<file path="config.mk">
export PLATFORM = sky130hd
export DESIGN_NAME = fetch_sequencer_flat
export DESIGN_NICKNAME = d
export VERILOG_FILES = /design/src/rtl/fetch_if.sv /design/src/rtl/fetch_sequencer.sv /design/src/flat_wrapper.sv
export SDC_FILE = /design/constraint.sdc
export NUM_CORES = 1
export LEC_CHECK = 0
export BUFFER_PORTS_ARGS = -buffer_cell sky130_fd_sc_hd__buf_2
export CORE_MARGIN = 8
export CORE_UTILIZATION = 45
export DETAILED_ROUTE_END_ITERATION = 8
export PLACE_DENSITY = 0.67
export SETUP_SLACK_MARGIN = 0.2
export SLEW_MARGIN = 25
export SYNTH_ARGS = -nofsm -noshare
export SYNTH_HDL_FRONTEND = slang
export SYNTH_SLANG_ARGS = --single-unit
</file>
<file path="constraint.sdc">
create_clock -name clk -period 2.3 [get_ports clk]
set_input_delay 0.345 -clock clk [delete_from_list [all_inputs] [get_ports clk]]
set_output_delay 0.345 -clock clk [all_outputs]
set_load 0.01 [all_outputs]
</file>
<file path="src/rtl/fetch_if.sv">
// Fetch-side bus: instruction memory port, redirect input and decode handshake.
interface fetch_if;
  logic [31:0] imem_addr;
  logic [31:0] imem_data;
  logic        redirect_valid;
  logic [31:0] redirect_pc;
  logic        id_valid;
  logic        id_ready;
  logic [31:0] id_instr;
  logic [31:0] id_pc;
  logic [31:0] id_pc_plus4;
  logic        halted;

  modport master (
    output imem_addr,
    input  imem_data,
    input  redirect_valid,
    input  redirect_pc,
    output id_valid,
    input  id_ready,
    output id_instr,
    output id_pc,
    output id_pc_plus4,
    output halted
  );

  modport slave (
    input  imem_addr,
    output imem_data,
    output redirect_valid,
    output redirect_pc,
    input  id_valid,
    output id_ready,
    input  id_instr,
    input  id_pc,
    input  id_pc_plus4,
    input  halted
  );
endinterface

</file>
<file path="src/rtl/fetch_sequencer.sv">
// Instruction-fetch controller: owns the PC, buffers fetched words in a small queue for decode.
// Optional self-halt on HALT_WORD enabled by defining FETCH_HALT_EN.
module fetch_sequencer #(
  parameter logic [31:0] RESET_PC  = 32'h0000_0000,
  parameter int unsigned QDEPTH    = 2,
  parameter logic [31:0] HALT_WORD = 32'h0000_000C
) (
  input  logic    clk,
  input  logic    rst,
  fetch_if.master bus
);

  localparam int unsigned PTR_W = (QDEPTH > 1) ? $clog2(QDEPTH) : 1;
  localparam int unsigned CNT_W = PTR_W + 1;

  typedef struct packed {
    logic [31:0] pc;
    logic [31:0] pc_plus4;
    logic [31:0] instr;
  } entry_t;

`ifdef FETCH_HALT_EN
  typedef enum logic {S_RUN, S_HALT} state_e;
`else
  typedef enum logic [0:0] {S_RUN} state_e;
`endif

  state_e             state_q, state_d;
  logic [31:0]        fetch_pc_q, fetch_pc_d;
  logic [PTR_W-1:0]   head_q, head_d;
  logic [PTR_W-1:0]   tail_q, tail_d;
  logic [CNT_W-1:0]   count_q, count_d;
  entry_t             queue_q [QDEPTH];
  entry_t             queue_d [QDEPTH];
  logic               enq_c;
  logic               deq_c;
  logic [31:0]        pc_plus4_c;
  entry_t             head_c;
`ifdef FETCH_HALT_EN
  logic               halted_q, halted_d;
`else
  logic               unused_c;
  assign unused_c = ^{HALT_WORD, bus.redirect_pc[1:0]};
`endif

  // State and queue registers
  always_ff @(posedge clk) begin
    if (rst) begin
      state_q    <= S_RUN;
      fetch_pc_q <= RESET_PC;
      head_q     <= '0;
      tail_q     <= '0;
      count_q    <= '0;
      queue_q    <= '{default: '0};
`ifdef FETCH_HALT_EN
      halted_q   <= 1'b0;
`endif
    end else begin
      state_q    <= state_d;
      fetch_pc_q <= fetch_pc_d;
      head_q     <= head_d;
      tail_q     <= tail_d;
      count_q    <= count_d;
      queue_q    <= queue_d;
`ifdef FETCH_HALT_EN
      halted_q   <= halted_d;
`endif
    end
  end

  assign pc_plus4_c = fetch_pc_q + 32'd4;

  // Next-state: redirect flushes everything, otherwise enqueue/dequeue
  always_comb begin
    state_d    = state_q;
    fetch_pc_d = fetch_pc_q;
    head_d     = head_q;
    tail_d     = tail_q;
    count_d    = count_q;
    queue_d    = queue_q;
`ifdef FETCH_HALT_EN
    halted_d   = halted_q;
`endif
    deq_c = (count_q != '0) && bus.id_ready;
    enq_c = (state_q == S_RUN) && ((count_q < CNT_W'(QDEPTH)) || deq_c);

    if (bus.redirect_valid) begin
      head_d     = '0;
      tail_d     = '0;
      count_d    = '0;
      fetch_pc_d = {bus.redirect_pc[31:2], 2'b00};
      state_d    = S_RUN;
`ifdef FETCH_HALT_EN
      halted_d   = 1'b0;
`endif
    end else begin
      if (enq_c) begin
        queue_d[tail_q] = '{pc: fetch_pc_q, pc_plus4: pc_plus4_c, instr: bus.imem_data};
        tail_d          = PTR_W'(tail_q + 1'b1);
        fetch_pc_d      = pc_plus4_c;
`ifdef FETCH_HALT_EN
        if (bus.imem_data == HALT_WORD) begin
          state_d  = S_HALT;
          halted_d = 1'b1;
        end
`endif
      end
      if (deq_c) begin
        head_d = PTR_W'(head_q + 1'b1);
      end
      count_d = CNT_W'(count_q + CNT_W'(enq_c) - CNT_W'(deq_c));
    end
  end

  // Decode-facing view of the queue head; zeroed while empty
  assign head_c          = queue_q[head_q];
  assign bus.imem_addr   = fetch_pc_q;
  assign bus.id_valid    = (count_q != '0);
  assign bus.id_instr    = bus.id_valid ? head_c.instr    : '0;
  assign bus.id_pc       = bus.id_valid ? head_c.pc       : '0;
  assign bus.id_pc_plus4 = bus.id_valid ? head_c.pc_plus4 : '0;
`ifdef FETCH_HALT_EN
  assign bus.halted      = halted_q;
`else
  assign bus.halted      = 1'b0;
`endif

endmodule
</file>
<file path="src/flat_wrapper.sv">
// flat-port wrapper written by rule: the top's interface ports become plain ports
module fetch_sequencer_flat 
#(
  parameter logic [31:0] RESET_PC  = 32'h0000_0000,
  parameter int unsigned QDEPTH    = 2,
  parameter logic [31:0] HALT_WORD = 32'h0000_000C
)
  (clk, rst, bus_imem_addr, bus_imem_data, bus_redirect_valid, bus_redirect_pc, bus_id_valid, bus_id_ready, bus_id_instr, bus_id_pc, bus_id_pc_plus4, bus_halted);
  fetch_if bus_i ();
  input  logic clk;
  input  logic rst;
  output wire logic [$bits(bus_i.imem_addr)-1:0] bus_imem_addr;
  input wire logic [$bits(bus_i.imem_data)-1:0] bus_imem_data;
  input wire logic [$bits(bus_i.redirect_valid)-1:0] bus_redirect_valid;
  input wire logic [$bits(bus_i.redirect_pc)-1:0] bus_redirect_pc;
  output wire logic [$bits(bus_i.id_valid)-1:0] bus_id_valid;
  input wire logic [$bits(bus_i.id_ready)-1:0] bus_id_ready;
  output wire logic [$bits(bus_i.id_instr)-1:0] bus_id_instr;
  output wire logic [$bits(bus_i.id_pc)-1:0] bus_id_pc;
  output wire logic [$bits(bus_i.id_pc_plus4)-1:0] bus_id_pc_plus4;
  output wire logic [$bits(bus_i.halted)-1:0] bus_halted;
  assign bus_imem_addr = bus_i.imem_addr;
  assign bus_i.imem_data = bus_imem_data;
  assign bus_i.redirect_valid = bus_redirect_valid;
  assign bus_i.redirect_pc = bus_redirect_pc;
  assign bus_id_valid = bus_i.id_valid;
  assign bus_i.id_ready = bus_id_ready;
  assign bus_id_instr = bus_i.id_instr;
  assign bus_id_pc = bus_i.id_pc;
  assign bus_id_pc_plus4 = bus_i.id_pc_plus4;
  assign bus_halted = bus_i.halted;
  fetch_sequencer #(.RESET_PC(RESET_PC), .QDEPTH(QDEPTH), .HALT_WORD(HALT_WORD)) u_core (.clk(clk), .rst(rst), .bus(bus_i));
endmodule
</file>
==> results of run 1 <==
## worst paths after layout
check / end / startpoint / slack [ps]
hold / removal: u_core.queue_q[13] / bus_imem_data[13] / 80
setup / recovery: bus_id_pc_plus4[9] / u_core.head_q / 240
setup reg to reg: u_core.queue_q[63] / u_core.bus.imem_addr[22] / 300
hold reg to reg: u_core.queue_q[184] / u_core.queue_q[184] / 450
## tightest hold or removal path, cell delays in order
cell and delay [ps]:
buf_2 100, nand2_1 50, a21oi_1 50
## layout by cell type, fill, tap and decap left out, types with 4 or more instances in the layout
cell and n:
a21oi_1 129, dfxtp_2 4, buf_16 4, nor2_1 168
or4_1 12, bufinv_16 5, nor4_1 18, and4_1 4
inv_1 11, a31oi_1 4, a211oi_1 37, and2_1 4
o21ai_0 15, mux2i_2 4, nand2b_1 6, mux2i_1 88
o31a_1 4, a311oi_1 38, buf_2 187, o31ai_1 13
clkbuf_1 6, clkbuf_16 28, or3_1 11, xnor2_1 17
nor3_1 10, nand4_1 11, nand2_1 273, conb_1 7
and4_2 4, nand3_1 20, dfxtp_1 212, xor2_1 10
buf_12 7, buf_4 58
## per-stage QoR
step | power [uW] | cell area [um2]
global placement | 5676 | 11550
finish | 9992 | 12660
global route | 10350 | 12660
CTS | 10010 | 12540
detailed placement | 5699 | 11550
floorplan | 5140 | 10240
## metal layers
metal / GRT usage / wire [um]
met5: 0 / 0
met4: 0.05680 / 729
met3: 0.03995 / 2117
met2: 0.3597 / 15260
met1: 0.2954 / 14770
## cell families after synthesis
kind of cell,after synthesis,synth area share
compound gates,252,0.1571
buf+inv,145,0.06111
other cells,1,0.0003671
xor+xnor,27,0.02315
flops,218,0.4272
simple gates,560,0.2372
fa+ha+maj,3,0.003675
mux,92,0.09014
## flip-flops by register name, indices dropped and copies added (netlist names)
register	cells
u_core.head_q	1
u_core.queue_q	184
u_core.tail_q	1
u_core.count_q	2
u_core.bus.imem_addr	30
## area by class of cell
cell class | count | area [um2]
clock buffers | 34 | 700.7
multi-input cells | 942 | 5310
inverters | 11 | 41.29
clock inverters | 10 | 181.4
fillers | 2117 | 9773
well taps | 285 | 356.6
flip-flops and latches | 218 | 4377
repair buffers | 260 | 1694
## power groups by stage
stage	Clock (uW)	Combinational [uW]	Sequential, uW
after floorplan	0	935	4200
after global placement	0	1460	4220
after detailed placement	0	1470	4230
after CTS	4310	1550	4140
after global routing	4470	1710	4170
final	4270	1580	4150
## what timing repair did
action,CTS,global route
buffers inserted,5,2
pin swaps,1,2
gates resized for setup,5,16
setup endpoints to repair,82,58
gates cloned,2,3
==> results by group, run 1 <==
Outcome
  • Status: complete, no violations

Cells and area
  • Layout net count: 1529
  • # diodes: 0
  • Final Util: 0.5644
  • Fraction of layout cells with a size suffix above 1: 0.2224
  • Area grow syn2layout: 23.93%
  • Cell Count, Final, Fillers Out: 1760

Setup path
  • CP max FO: 10
  • CP max-delay cell: dfxtp_4
  • Critical-path cell list: buf_12 -> buf_16 -> mux2i_1 -> nor2_1 -> buf_2
  • Setup crit end kind: primary output
  • R2R cell count: 4
  • CP bufs+invs: 3
  • Required @ worst endpoint: 1960 ps
  • Crit path DAT: 1710 ps
  • Crit-path leading delay family: buffers and inverters
  • CP Class: reg -> out
  • Crit. path cell count: 5
  • Crit path launch type: flip-flop
  • Largest stage delay, worst path: 400 ps

Timing
  • Final setup skew: 8.622 ps
  • Setup TNS: 0 ps
  • Setup ws final: 242.2 ps
  • Final hold vios: 0
  • Min Hold Slack: 75.25 ps
  • Fin crit period: 2058 ps
  • Max Slew Vio Count: 0
  • Final setup fails: 0
  • Worst-Margin Slew: 710.0 ps
  • Unrepaired setup endpoints after global routing: true
  • Fmax achieved: 0.4860 GHz
  • Slew margin rel.: 0.5267
  • Period utilisation layout: 0.8947

Power and ir drop
  • Lkg Pwr: 0.004737 uW
  • Seq pwr share: 0.415
  • Comb pwr share: 0.158
  • Maximum vdd ir drop: 0.5342 mV
  • Clock share of power: 0.427
  • Switching share of power: 0.2718
  • Power per cell area: 789.2 nW/um2
  • P_sw: 2716 uW
  • Internal Power: 7276 uW

Synthesis
  • Post-synth EDFFs: 0
  • Post-synthesis sequential area ratio: 0.4272
  • Most common cell in the netlist: nand2_1
  • Syn avg cell area: 7.871 um2
  • Unique cell type count in the Yosys netlist: 45
  • Yosys top cell by area: dfxtp_1
  • Area contributors post-synth: dfxtp_1, nand2_1, mux2i_1, a21oi_1, nor2_1
  • #FFs+latches synth: 218
  • Asr flop ratio synth: 0
  • Top FF cell, synth: dfxtp_1
  • Post-synth top area share: 0.4272
  • Synthesized instance count: 1298
  • Synth cell count leaders: nand2_1, dfxtp_1, nor2_1
  • Mapped cell area: 10220 um2
  • Yosys warns: 0

Global route
  • First-pass GRT wire length: 50850 um
  • Largest net degree at the start of global routing: 69
  • Grt total ovfl: 0
  • Antenna violations before repair: 0
  • Vias in the first global route: 9272
  • Tot GR Track Use: 0.2202

Place
  • Placed instance count: 1704
  • Port Buffers: 188
  • Post-place setup slack: 197.7 ps
  • DPL Wire Length: 21410 um
  • GPL Wtd Cong: 0.8590

Clocking
  • CTS buffer count: 25
  • Clk sinks: 218
  • Max Buffers Root-to-Sink: 3
  • Root Buffer: clkbuf_16
  • Clk pin slew, worst setup/hold paths: 60 ps
  • # hold bufs at CTS: 0
  • H-tree levels: 1
  • Clk Latency, worst-skew pair: 520 ps
  • CTS tree: done

Drt
  • Total Wirelength: 32870 um
  • Via count: 9892
  • DR DRC count: 0
  • Remaining antenna violation count: 0
  • First-pass iteration count of the detailed router: 5
  • DR vias/cell: 5.620
  • Starting DRC count in detailed routing: 901
  • WL/cell: 18.68 um

Floorplanning
  • Die Ht: 166.7 um
  • Core Area: 22430 um2
  • I/O pins: 198
  • Std-Cell Rows: 55
  • DIE WIDTH: 166.7 um
  • Initial core utilization: 0.4554
  • DIE AREA: 27780 um2

Hold path
  • Hold depth: 3
  • Hold crit path type: in -> reg

Run
  • Max-cap violation count: 0
(Power assumes the default switching activity.)
==> run 2: changes to the inputs <==
==> constraint.sdc (replaced) <==
create_clock -name clk -period 2.01 [get_ports clk]
set_input_delay 0.3015 -clock clk [delete_from_list [all_inputs] [get_ports clk]]
set_output_delay 0.3015 -clock clk [all_outputs]
set_load 0.01 [all_outputs]
==> run 2 against run 1 <==
Against the previous run:
- the flow now finishes with violations (negative setup slack)
- worst hold slack worse by 45 ps
- register-to-register slack worse by 150 ps
- combinational power is 36% higher
- critical path depth stayed put
- clock power is 7.7% higher
- power is 15% higher
- via count is 4.2% higher
- highest routed layer unchanged
==> results by group, run 2 (synthesis gave the netlist of run 1 again) <==
Clocking
  • Clk pin slew, worst setup/hold paths: 60 ps
  • Max Buffers Root-to-Sink: 3
  • Root Buffer: clkbuf_16
  • # hold bufs at CTS: 0
  • H-tree levels: 1
  • CTS buffer count: 24
  • Clk sinks: 218
  • Clk Latency, worst-skew pair: 520 ps
  • CTS tree: done

Drt
  • WL/cell: 19.49 um
  • DR vias/cell: 5.703
  • Total Wirelength: 35240 um
  • Starting DRC count in detailed routing: 971
  • First-pass iteration count of the detailed router: 5
  • Via count: 10.31k
  • Remaining antenna violation count: 0
  • DR DRC count: 0

Cells and area
  • # diodes: 0
  • Top reg by flops: u_core.queue_q
  • Commonest non-fill, non-tap cells in the layout: nand2_1, dfxtp_1, buf_2
  • Area grow syn2layout: 38.74%
  • Layout net count: 1577
  • Cell Count, Final, Fillers Out: 1808
  • Final Cell Area: 14170 um2
  • Largest register FFs: 184
  • Commonest non-fill, non-tap cell in the layout: nand2_1
  • Fraction of layout cells with a size suffix above 1: 0.3185

Floorplanning
  • Initial core utilization: 0.4554
  • I/O pins: 198
  • Std-Cell Rows: 55
  • Die Ht: 166.7 um
  • DIE WIDTH: 166.7 um
  • Core Area: 22430 um2
  • DIE AREA: 27780 um2

Global route
  • Vias in the first global route: 9468
  • Grt total ovfl: 0
  • First-pass GRT wire length: 53070 um
  • Largest net degree at the start of global routing: 64
  • Tot GR Track Use: 0.2333
  • Antenna violations before repair: 0

Place
  • Post-placement cell area: 11870 um2
  • Placed instance count: 1718
  • Post-place setup slack: -11.03 ps
  • GPL Wtd Cong: 0.8583
  • DPL Wire Length: 21630 um
  • Port Buffers: 188

Hold path
  • Hold crit path type: in -> reg

Power and ir drop
  • Comb pwr share: 0.186
  • Power per cell area: 814.0 nW/um2
  • Maximum vdd ir drop: 0.5414 mV
  • Internal Power: 8275 uW
  • Clock share of power: 0.399
  • Switching share of power: 0.2828
  • Seq pwr share: 0.415
  • Lkg Pwr: 0.005232 uW
  • P_sw: 3263 uW

Timing
  • Unrepaired setup endpoints after global routing: true
  • Final setup skew: 12.35 ps
  • Fmax achieved: 0.4935 GHz
  • Setup ws final: -16.15 ps
  • Setup TNS: -44.73 ps
  • Worst-Margin Slew: 627.3 ps
  • Slew margin rel.: 0.5788
  • Max Slew Vio Count: 0
  • Period utilisation layout: 1.008
  • Final hold vios: 0
  • Final setup fails: 5
  • Fin crit period: 2026 ps

Setup path
  • CP max FO: 6
  • Setup crit end kind: primary output
  • Critical-path cell list: buf_12 -> buf_12 -> mux2i_4 -> nor2_2 -> buf_2
  • Crit path DAT: 1720 ps
  • Most used cell, CP: buf_12
  • CP Class: reg -> out
  • Largest stage delay, worst path: 390 ps
  • Required @ worst endpoint: 1710 ps
  • CP max-delay cell: dfxtp_4
  • Crit path launch type: flip-flop

Outcome
  • Failing checks: negative setup slack
  • Status: finished with violations

Run
  • Max-cap violation count: 0
[run 2: what timing repair did]
action / in CTS / in global routing
resized for setup: 87 / 82
buffers inserted: 13 / 19
pin swaps: 13 / 30
cloned: 9 / 6
endpoints found under the setup margin: 142 / 228
[run 2: per-layer routing]
metal	GRT usage	part of all wire	up-vias	wire (um)
met4	0.06228	0.021	0	748
met3	0.04799	0.080	52	2822
met1	0.3176	0.43	4906	15010
met2	0.3699	0.47	433	16660
li1	-	-	4920	-
met5	0	0	-	0
[run 2: power by group through the flow]
stage | Sequential, uW | Clock [uW] | Combinational [uW]
after global placement | 4830 | 0 | 1740
after detailed placement | 4840 | 0 | 1760
after CTS | 4760 | 4660 | 2000
after floorplan | 4820 | 0 | 1100
final | 4790 | 4600 | 2150
after global routing | 4810 | 4860 | 2320
[run 2: per-stage QoR]
stage               total power, uW  hold slack [ps]    util
finish                        11540            30.63  0.6318
global route                  11990            23.76  0.6318
CTS                           11420            16.06  0.6016
detailed placement             6594            445.8  0.5291
global placement               6567            440.5  0.5291
floorplan                      5923            435.7       -
[run 2: worst paths after layout]
path                            cells after the start                     from  slack, ps                        to
worst max-delay path                                5            u_core.head_q        -20        bus_id_pc_plus4[4]
worst min register to register                      2      u_core.queue_q[171]        450       u_core.queue_q[171]
worst max register to register                      7  u_core.bus.imem_addr[3]        150  u_core.bus.imem_addr[19]
worst min-delay path                                3        bus_imem_data[23]         30        u_core.queue_q[23]
[run 2: worst max-delay path: cells and delay by family (launching register included)]
kind	cells	cell delay, ps
multiplexers	1	290
flip-flops	1	390
buffers and inverters	3	460
AND/OR/NAND/NOR	1	60
[run 2: area by class of cell]
type / count / area (um2)
fillers: 1881 / 8260
flip-flops and latches: 218 / 4409
well taps: 285 / 356.6
clock buffers: 35 / 733.2
multi-input cells: 943 / 6055
clock inverters: 8 / 103.9
repair buffers: 308 / 2474
inverters: 11 / 42.54
